==> src/rtl/multicycle_sequencer.sv <==
// ---------------------------------------------------------------------------
// multicycle_sequencer
//
// Control FSM that steps an RV32I datapath through FETCH -> DECODE -> EXEC ->
// WB instead of evaluating each instruction in one long combinational cycle.
// It owns the program counter and the instruction register, and handshakes
// with instruction memory. It also gates the regfile write enable so that
// writes happen in WB only. Traps (fetch timeout, illegal opcode, misaligned
// branch target) park the machine in a sticky ERROR state that only reset
// leaves.
//
// Parameters
//   RESET_PC       PC value loaded on reset
//   FETCH_TIMEOUT  cycles imem_req may wait unacknowledged before ERROR (1..255)
//
// Ports
//   clk, rst       clock (rising edge) and asynchronous active-high reset
//   start          level; moves IDLE or HALT into FETCH
//   halt_req       level; sampled in WB, stops after that instruction retires
//   imem_req       fetch request, held until imem_ack
//   imem_addr      fetch address (always equals pc)
//   imem_ack       fetch data valid this cycle
//   imem_rdata     fetched instruction word
//   instr          instruction register, drives the decoder
//   dec_w_enable   decoder says the current instruction writes the regfile
//   dec_illegal    decoder flags an unsupported opcode
//   pc_load        datapath requests a non-sequential PC (taken branch/jump)
//   pc_target      next PC when pc_load is high
//   rf_we          gated regfile write enable (WB only)
//   pc             current program counter
//   busy           high in FETCH/DECODE/EXEC/WB
//   halted         high in HALT
//   err            high in ERROR
//   err_code       01 fetch timeout, 10 illegal instr, 11 misaligned target
//   retired        count of instructions completed in WB
// ---------------------------------------------------------------------------
module multicycle_sequencer #(
    parameter logic [31:0] RESET_PC      = 32'h0000_0000,
    parameter int unsigned FETCH_TIMEOUT = 15
) (
    input  logic        clk,
    input  logic        rst,
    input  logic        start,
    input  logic        halt_req,
    output logic        imem_req,
    output logic [31:0] imem_addr,
    input  logic        imem_ack,
    input  logic [31:0] imem_rdata,
    output logic [31:0] instr,
    input  logic        dec_w_enable,
    input  logic        dec_illegal,
    input  logic        pc_load,
    input  logic [31:0] pc_target,
    output logic        rf_we,
    output logic [31:0] pc,
    output logic        busy,
    output logic        halted,
    output logic        err,
    output logic [1:0]  err_code,
    output logic [31:0] retired
);

    // State encoding
    localparam logic [2:0] S_IDLE   = 3'd0;
    localparam logic [2:0] S_FETCH  = 3'd1;
    localparam logic [2:0] S_DECODE = 3'd2;
    localparam logic [2:0] S_EXEC   = 3'd3;
    localparam logic [2:0] S_WB     = 3'd4;
    localparam logic [2:0] S_HALT   = 3'd5;
    localparam logic [2:0] S_ERROR  = 3'd6;

    // Error codes
    localparam logic [1:0] E_NONE     = 2'b00;
    localparam logic [1:0] E_TIMEOUT  = 2'b01;
    localparam logic [1:0] E_ILLEGAL  = 2'b10;
    localparam logic [1:0] E_MISALIGN = 2'b11;

    // The wait counter holds the number of unacknowledged FETCH cycles already
    // elapsed, so the last allowed waiting cycle is the one where it reads
    // FETCH_TIMEOUT-1. An ack in that cycle still wins.
    localparam logic [7:0] TIMEOUT_LAST = 8'(FETCH_TIMEOUT - 1);

    logic [2:0]  r_state;
    logic [31:0] r_pc;
    logic [31:0] r_instr;
    logic [31:0] r_retired;
    logic [7:0]  r_waitCnt;
    logic [1:0]  r_errCode;

    logic [2:0]  w_nextState;
    logic [1:0]  w_errCodeNext;
    logic        w_fetchTimeout;
    logic        w_targetMisaligned;
    logic [31:0] w_nextPc;

    assign w_fetchTimeout     = (r_waitCnt == TIMEOUT_LAST);
    assign w_targetMisaligned = pc_load && (pc_target[1:0] != 2'b00);

    // Sequential fall-through wraps naturally at 2^32.
    assign w_nextPc = pc_load ? pc_target : (r_pc + 32'd4);

    // Next-state logic. The error code is latched on the same edge that
    // enters ERROR so it always describes the trap that caused it.
    always_comb begin
        w_nextState   = r_state;
        w_errCodeNext = r_errCode;
        case (r_state)
            S_IDLE: begin
                if (start) begin
                    w_nextState = S_FETCH;
                end
            end
            S_FETCH: begin
                if (imem_ack) begin
                    w_nextState = S_DECODE;
                end else if (w_fetchTimeout) begin
                    w_nextState   = S_ERROR;
                    w_errCodeNext = E_TIMEOUT;
                end
            end
            S_DECODE: begin
                if (dec_illegal) begin
                    w_nextState   = S_ERROR;
                    w_errCodeNext = E_ILLEGAL;
                end else begin
                    w_nextState = S_EXEC;
                end
            end
            S_EXEC: begin
                // Catching a bad target here keeps WB from ever committing
                // the write or the PC of the offending instruction.
                if (w_targetMisaligned) begin
                    w_nextState   = S_ERROR;
                    w_errCodeNext = E_MISALIGN;
                end else begin
                    w_nextState = S_WB;
                end
            end
            S_WB: begin
                w_nextState = halt_req ? S_HALT : S_FETCH;
            end
            S_HALT: begin
                if (start) begin
                    w_nextState = S_FETCH;
                end
            end
            S_ERROR: begin
                w_nextState = S_ERROR;
            end
            default: begin
                w_nextState = S_IDLE;
            end
        endcase
    end

    // State and trap code registers
    always_ff @(posedge clk or posedge rst) begin
        if (rst) begin
            r_state   <= S_IDLE;
            r_errCode <= E_NONE;
        end else begin
            r_state   <= w_nextState;
            r_errCode <= w_errCodeNext;
        end
    end

    // Fetch wait counter: counts only while a request is outstanding and
    // unacknowledged, and is zero whenever a new fetch begins.
    always_ff @(posedge clk or posedge rst) begin
        if (rst) begin
            r_waitCnt <= 8'd0;
        end else if ((r_state == S_FETCH) && !imem_ack) begin
            r_waitCnt <= r_waitCnt + 8'd1;
        end else begin
            r_waitCnt <= 8'd0;
        end
    end

    // Instruction register: captured on the accepted fetch and held through
    // DECODE/EXEC/WB (and across an illegal-instruction trap).
    always_ff @(posedge clk or posedge rst) begin
        if (rst) begin
            r_instr <= 32'd0;
        end else if ((r_state == S_FETCH) && imem_ack) begin
            r_instr <= imem_rdata;
        end
    end

    // PC and retired counter commit together in WB, the single point where
    // an instruction is considered complete.
    always_ff @(posedge clk or posedge rst) begin
        if (rst) begin
            r_pc      <= RESET_PC;
            r_retired <= 32'd0;
        end else if (r_state == S_WB) begin
            r_pc      <= w_nextPc;
            r_retired <= r_retired + 32'd1;
        end
    end

    // Output decodes straight from the state register, so reset clears them
    // without waiting for a clock edge.
    assign imem_req  = (r_state == S_FETCH);
    assign imem_addr = r_pc;
    assign instr     = r_instr;
    assign pc        = r_pc;
    assign retired   = r_retired;
    assign err_code  = r_errCode;
    assign rf_we     = (r_state == S_WB) && dec_w_enable;
    assign busy      = (r_state == S_FETCH) || (r_state == S_DECODE) ||
                       (r_state == S_EXEC)  || (r_state == S_WB);
    assign halted    = (r_state == S_HALT);
    assign err       = (r_state == S_ERROR);

endmodule

==> config.mk <==
export PLATFORM = sky130hd
export DESIGN_NAME = multicycle_sequencer
export DESIGN_NICKNAME = d
export VERILOG_FILES = /design/src/rtl/multicycle_sequencer.sv
export SDC_FILE = /design/constraint.sdc
export NUM_CORES = 1
export LEC_CHECK = 0
export ABC_AREA = 1
export CELL_PAD_IN_SITES_DETAIL_PLACEMENT = 0
export CELL_PAD_IN_SITES_GLOBAL_PLACEMENT = 1
export CORE_MARGIN = 4
export CORE_UTILIZATION = 35
export CTS_CLUSTER_DIAMETER = 80
export DETAILED_ROUTE_END_ITERATION = 10
export GPL_ROUTABILITY_DRIVEN = 0
export PLACE_DENSITY = 0.95
export SLEW_MARGIN = 20
export SYNTH_ARGS = -nofsm -noshare
export SYNTH_HDL_FRONTEND = slang
export SYNTH_SLANG_ARGS = --single-unit
==> constraint.sdc <==
create_clock -name clk -period 6.9 [get_ports clk]
set_clock_uncertainty 0.2 [all_clocks]
set_input_delay 1.38 -clock clk [delete_from_list [all_inputs] [get_ports clk]]
set_output_delay 1.38 -clock clk [all_outputs]
set_load 0.1 [all_outputs]
# == Yosys cells after proc, flatten, opt, wreduce, memory -nomap -nowiden ==
# Index checks and enable logic that the tools add are counted.
# word_totals
ff_bits,109
latchBits,0
ramBits,0
rom_bits,0
elab_cells,50
mem_count,0
# classes
addsub,3
n_mul,0
n_div,0
order_cmp,0
n_eq_ne,13
n_shift,0
mux,14
bitwise_logic,0
reduce_logical,14
# ops
operator,count
$add 32x1->32 const B,1
$add 32x3->32 const B,1
$mux 32,1
$pmux 3 s6,1
$mux 3,5
$mux 2,5
$eq 3x3->1 const B,3
$add 8x1->8 const B,1
$eq 8x4->1 const B,1
$mux 8,1
$eq 3x2->1 const B,2
$ne 2x2->1 const B,3
$pmux 2 s3,1
$reduce_and 5->1,1
$logic_and 1x1->1,4
$ne 2x1->1 const B,2
$eq 3x1->1 const B,1
$logic_not 3->1,1
$logic_or 1x1->1,3
$ne 3x1->1 const B,1
$reduce_bool 3->1,1
$reduce_and 2->1,1
$reduce_bool 2->1,1
$reduce_or 2->1,1
$logic_not 1->1,1

# == Longest topological paths before layout ==
# Gate-level depths: netlist of the first run.
# logic_depth
ltp_word,4
ltp_mapped,10

# == Worst setup path before layout of the first run ==
# No wires, ideal clock.
# synth_path
path_kind,input -> output
startpoint,in dec_w_enable
endpoint,out rf_we
t_arrival_ns,2.658
setup_slack_ns,2.662
stages,2
path_cell_list,inv_1 > nor2_1
# synth_via
elab_chain_len,1
# synth_lines
element,line,source
from (decl),50,"input logic dec_w_enable,"
$logic_and 1x1->1,209,assign rf_we = (r_state == S_WB) && dec_w_enable;
to (decl),54,"output logic rf_we,"
# Every way passes these cells.

# == Worst setup path after layout of the first run ==
# Same ends and word-level chain as after synthesis.

==> results of run 1 <==
## worst paths after layout
| check | to | slack [ps] | cells after the start |
|---|---|---|---|
| max in group asynchronous | retired[0]$_DFFE_PP0N_ | 3990 | 3 |
| hold reg to reg | r_waitCnt[7]$_DFF_PP0_ | 260 | 1 |
| setup reg to reg | imem_addr[18]$_DFFE_PP0N_ | 4070 | 8 |
| setup / recovery | rf_we | 2200 | 4 |
| min in group asynchronous | instr[24]$_DFFE_PP0P_ | 1350 | 2 |
| hold / removal | r_waitCnt[7]$_DFF_PP0_ | 260 | 1 |
## sequential cells by signal (all words and copies together) (netlist names)
name and count:
r_waitCnt 8, retired 32, r_state 3, err_code 2, instr 32, imem_addr 32
## logic make-up after synthesis
logic type,after synthesis,synth area share
flops,109,0.444
xor+xnor,24,0.0342
compound gates,59,0.0528
simple gates,526,0.356
fa+ha+maj,4,0.00815
buf+inv,132,0.105
## area by class of cell
cell class	instances	area (µm²)	area share
Antenna cell	1	2.50	0.000295
Inverter	83	317	0.0373
Clock buffer	9	225	0.0266
Sequential cell	109	2730	0.322
Multi-Input combinational cell	613	2770	0.327
Tap cell	225	282	0.0332
Timing Repair Buffer	208	2080	0.245
Clock inverter	7	80.1	0.00944
## through the flow
| stage | setup slack [ps] | instance area, µm² |
|---|---|---|
| final | 2200 | 8480 |
| after global routing | 2150 | 8480 |
| after CTS | 2190 | 8480 |
| after detailed placement | 2200 | 8170 |
| after global placement | 2180 | 8170 |
| after floorplan | 2450 | 6140 |
## layout by cell type (no fill, tap or decap), types with 4 or more instances in the layout
cell type	instances
sky130_fd_sc_hd__nand2_1	340
sky130_fd_sc_hd__clkdlybuf4s50_1	206
sky130_fd_sc_hd__dfrtp_1	109
sky130_fd_sc_hd__nor2_1	88
sky130_fd_sc_hd__inv_1	78
sky130_fd_sc_hd__nand3_1	55
sky130_fd_sc_hd__o21ai_0	30
sky130_fd_sc_hd__xor2_1	14
sky130_fd_sc_hd__a21oi_1	10
sky130_fd_sc_hd__xnor2_1	10
sky130_fd_sc_hd__nor2_2	9
sky130_fd_sc_hd__nor3_1	9
sky130_fd_sc_hd__clkbuf_16	9
sky130_fd_sc_hd__o21ai_1	6
sky130_fd_sc_hd__nand4_1	6
sky130_fd_sc_hd__nand3b_1	5
sky130_fd_sc_hd__o211ai_1	4
sky130_fd_sc_hd__ha_1	4
## metal layers
layer  GRT usage  vias to the layer above  routed length, µm  part of all wire
li1            -                     2961                  -                 -
met1       0.239                     2784               8130              0.45
met2       0.304                      156               8480              0.47
met3      0.0389                       24                960             0.053
met4      0.0515                        0                373             0.021
met5           0                        -                  0                 0
## critical path: stages
cell and delay, ps:
sky130_fd_sc_hd__clkdlybuf4s50_1 450, sky130_fd_sc_hd__inv_1 50, sky130_fd_sc_hd__nor2_1 90, sky130_fd_sc_hd__clkdlybuf4s50_1 1150
==> results_dict.tcl, run 1 <==
set metrics [dict create \
    drt_drc_violations_left 0 \
    detailedRoute.firstIterationViolations 278 \
    final_core_utilization 0.492 \
    wire_length_of_the_first_global_routing_pass_um 29400 \
    timing.rr.start "r_state[1]$_DFFE_PP0P_" \
    timing.fmax_ghz 0.213 \
    start_util 0.356 \
    rsz0062_at_grt "false" \
    grt_usage 0.182 \
    placement_rows 48 \
    syn-cell-area_um2 6140 \
    fillers 1748 \
    detailroute.via_count 5925 \
    synth_largest_type_area_fraction 0.444 \
    synthArstFlopShare 1.00 \
    finalMaxSlewViolations 0 \
    postRouteAntennaNets 0 \
    core_region_area_um2 17200 \
    route.detailed.wl_per_inst_um 14.3 \
    tritoncts_num_sinks 109 \
    ctsHoldBuffers 0 \
    final_layout_size_suffix_gt1_frac 0.0418 \
    worst_setup_path_start_kind "input port" \
    cts_max_level 3 \
    slew_headroom 0.293 \
    post_cts.repair.setup_buffers 0 \
    timing_worst_setup_path_type "input port to primary output" \
    crit_fanout 1 \
    syn_inst_count 854 \
    number_of_synthesized_flops_with_an_enable_pin 0 \
    yosys_most_used_dff "sky130_fd_sc_hd__dfrtp_1" \
    grt_max_degree 65 \
    period_needed_ps 4700 \
    finalWirelength_um 17900 \
    maxCapViolCount 0 \
    startpoint "dec_w_enable" \
    cts.repair.resized 0 \
    ys_seq_area_frac 0.444 \
    synthesis.area_per_instance_um2 7.19 \
    yosysWarningCount 0 \
    synth_top_area_cell "sky130_fd_sc_hd__dfrtp_1" \
    io_buffer_count 206 \
    synth.most_common_cell "sky130_fd_sc_hd__nand2_1" \
    die_area_um2 19700 \
    synth.ff_latch_count 109 \
    final_nets 1100 \
    cts_tree "yes" \
    final.setup.tns_ps 0 \
    chipHeight_um 140 \
    dp_cells 1238 \
    grt_remaining_overflow 0 \
    hold_path_class "flip-flop to flip-flop" \
    place.detailed.hpwl_um 13200 \
    worst-slew-pin-transition_ps 1060 \
    syn_to_final_growth_pct 38.0 \
    synth.lib_cells_used.distinct 35 \
    first_global_vias 5905 \
    post_layout_nonfiller_instances 1255 \
    timing.critical_path.to_type "primary output" \
    mappedNetlistNets 930 \
    clk_root_buffer_cell "sky130_fd_sc_hd__clkbuf_16" \
    hold_ws_ps 262 \
    worst-endpoint-arrival_ps 3120 \
    floorplan.die.width_um 140 \
    ioPinCount 207 \
    insertion_delay_ps 350 \
    yosys-top-cells-count "340 x sky130_fd_sc_hd__nand2_1, 109 x sky130_fd_sc_hd__dfrtp_1, 88 x sky130_fd_sc_hd__nor2_1, 79 x sky130_fd_sc_hd__inv_1, 55 x sky130_fd_sc_hd__nand3_1" \
    number_of_setup_violations_in_the_final_report 0 \
    synth.area.top_cells "sky130_fd_sc_hd__dfrtp_1 44%, sky130_fd_sc_hd__nand2_1 21%, sky130_fd_sc_hd__nor2_1 5.4%" \
    period_share 0.681 \
    antenna_found_initial 1 \
    clockBufferDepth 2 \
    cts.reportedPaths.clkPinSlew_ps 70 \
    detail_route.vias_per_cell 4.72 \
    dr.pass1.iters 6 \
    hold_start "r_waitCnt[7]$_DFF_PP0_" \
    worst-endpoint-required_ps 5320 \
    finalHoldViolCount 0 \
    status "finished clean" \
    tritoncts.num_buffers 9 \
]
Power of run 1 is not shown: default switching activity piles up to over one toggle a cycle in this logic, so the estimate is an artifact.
==> run 2, diff against run 1 <==
--- a/config.mk
+++ b/config.mk
@@ -9,11 +9,11 @@
 export CELL_PAD_IN_SITES_DETAIL_PLACEMENT = 0
 export CELL_PAD_IN_SITES_GLOBAL_PLACEMENT = 1
 export CORE_MARGIN = 4
-export CORE_UTILIZATION = 35
+export CORE_UTILIZATION = 29
 export CTS_CLUSTER_DIAMETER = 80
 export DETAILED_ROUTE_END_ITERATION = 10
 export GPL_ROUTABILITY_DRIVEN = 0
-export PLACE_DENSITY = 0.95
+export PLACE_DENSITY = 0.88
 export SLEW_MARGIN = 20
 export SYNTH_ARGS = -nofsm -noshare
 export SYNTH_HDL_FRONTEND = slang
==> constraint.sdc (replaced) <==
create_clock -name clk -period 4.3 [get_ports clk]
set_clock_uncertainty 0.2 [all_clocks]
set_input_delay 0.86 -clock clk [delete_from_list [all_inputs] [get_ports clk]]
set_output_delay 0.86 -clock clk [all_outputs]
set_load 0.1 [all_outputs]
==> run 2 against run 1 <==
Via count decreased by 0.71%. Global-route usage decreased by 2.7 points. Non-clock buffer count unchanged. Worst setup slack got worse by 1300 ps. Flip-flop and latch count unchanged. Critical path type is now flip-flop to primary output. Critical endpoint is now imem_req.
==> results_dict.tcl, run 2 (same netlist as run 1, synthesis figures left out) <==
set metrics [dict create \
    detailedRoute.firstIterationViolations 277 \
    min_delay_worst_endpoint "r_waitCnt[7]$_DFF_PP0_" \
    die_area_um2 23600 \
    grt_remaining_overflow 0 \
    ctsHoldBuffers 0 \
    worst-endpoint-required_ps 3240 \
    hold_depth 1 \
    worst-endpoint-arrival_ps 2320 \
    clk_root_buffer_cell "sky130_fd_sc_hd__clkbuf_16" \
    wire_length_of_the_first_global_routing_pass_um 30300 \
    final_nets 1100 \
    mostFrequentLayoutCells "340 x sky130_fd_sc_hd__nand2_1, 204 x sky130_fd_sc_hd__clkdlybuf4s50_1, 109 x sky130_fd_sc_hd__dfrtp_1" \
    grt_max_degree 62 \
    mostFrequentLayoutCell "sky130_fd_sc_hd__nand2_1" \
    cts_tree "yes" \
    dr.pass1.iters 4 \
    cts.repair.resized 0 \
    rsz0062_at_grt "false" \
    regToRegEndpoint "imem_addr[17]$_DFFE_PP0N_" \
    syn_to_final_growth_pct 39.0 \
    route.detailed.wl_per_inst_um 14.2 \
    tritoncts.num_buffers 9 \
    post_layout_nonfiller_instances 1299 \
    placement_rows 52 \
    worst-slew-pin-transition_ps 1030 \
    drt_drc_violations_left 0 \
    timing_worst_setup_path_type "flip-flop to primary output" \
    maxCapViolCount 0 \
    hold_start "r_waitCnt[7]$_DFF_PP0_" \
    period_needed_ps 3380 \
    cts.reportedPaths.clkPinSlew_ps 70 \
    postRouteAntennaNets 0 \
    final_cell_area_um2 8540 \
    ioPinCount 207 \
    cts_max_level 3 \
    insertion_delay_ps 340 \
    start_util 0.299 \
    final_layout_size_suffix_gt1_frac 0.0428 \
    fillers 2130 \
    floorplan.die.width_um 154 \
    core_region_area_um2 20600 \
    io_buffer_count 206 \
    finalWirelength_um 18400 \
    chipHeight_um 154 \
    tritoncts_num_sinks 109 \
    timing.critical_path.to_type "primary output" \
    detailed_place.area_um2 8240 \
    worst_setup_path_start_kind "flip-flop" \
    hold_path_class "flip-flop to flip-flop" \
    reg2reg_slack_ps 1540 \
    finalHoldViolCount 0 \
    period_share 0.787 \
    number_of_setup_violations_in_the_final_report 0 \
    grt_usage 0.155 \
    finalMaxSlewViolations 0 \
    slew_headroom 0.308 \
    crit_fanout 8 \
    antenna_found_initial 1 \
    place.detailed.hpwl_um 13700 \
    timing.fmax_ghz 0.295 \
    detailroute.via_count 5883 \
    first_global_vias 5828 \
    final.setup.tns_ps 0 \
    antenna_cells 0 \
    r2r_cells 8 \
    post_cts.repair.setup_buffers 0 \
    hold_ws_ps 262 \
    clockBufferDepth 2 \
    dp_cells 1283 \
    detail_route.vias_per_cell 4.53 \
    timing.rr.start "r_state[1]$_DFFE_PP0P_" \
    status "finished clean" \
]
==> run 2: cell types whose count changed in the layout (fill, tap and decap cells not counted), sizes merged <==
cell           before  now
diode               1    0
buf                 2    4
inv                86   84
clkdlybuf4s50     206  204
clkbuf              9   11
==> run 2: area by class of cell <==
cell class              count  area (µm²)  area share
clock inverters             5        58.8     0.00689
multi-input cells         613        2770       0.324
inverters                  83         317      0.0371
repair buffers            208        2080       0.244
flip-flops and latches    109        2730       0.319
clock buffers              11         243      0.0284
well taps                 270         338      0.0396
==> run 2: per-stage QoR <==
stage / worst slack, ps / util
finish: 915 / 0.415
global route: 772 / 0.415
CTS: 892 / 0.415
detailed placement: 1060 / 0.401
global placement: 1110 / 0.401
floorplan: 366 / -
==> run 2: worst max-delay path: stages, from the launching register on <==
cell                              delay (ps)
sky130_fd_sc_hd__dfrtp_1                 420
sky130_fd_sc_hd__inv_1                   190
sky130_fd_sc_hd__nand2_1                 160
sky130_fd_sc_hd__inv_1                    90
sky130_fd_sc_hd__clkdlybuf4s50_1        1130
==> run 2: routing by layer <==
| layer | GRT usage | part of all wire | vias up |
|---|---|---|---|
| li1 | - | - | 2961 |
| met1 | 0.209 | 0.47 | 2736 |
| met2 | 0.256 | 0.46 | 164 |
| met3 | 0.0410 | 0.060 | 20 |
| met4 | 0.0286 | 0.011 | 2 |
| met5 | 0 | 0.00043 | - |
==> run 2: how the worst max path moves through the flow <==
stage / cells past startpoint / slack, ps / from / end
final: 4 / 920 / r_state[2]$_DFFE_PP0P_ / imem_req
after global routing: 4 / 770 / r_state[2]$_DFFE_PP0P_ / imem_req
after CTS: 4 / 890 / r_state[2]$_DFFE_PP0P_ / imem_req
after detailed placement: 7 / 1060 / pc_load / imem_addr[17]$_DFFE_PP0N_
after global placement: 7 / 1110 / pc_load / imem_addr[11]$_DFFE_PP0N_
after floorplan: 1 / 370 / rst / err_code[0]$_DFFE_PP0P_
Power of run 2 is left out for the same reason.
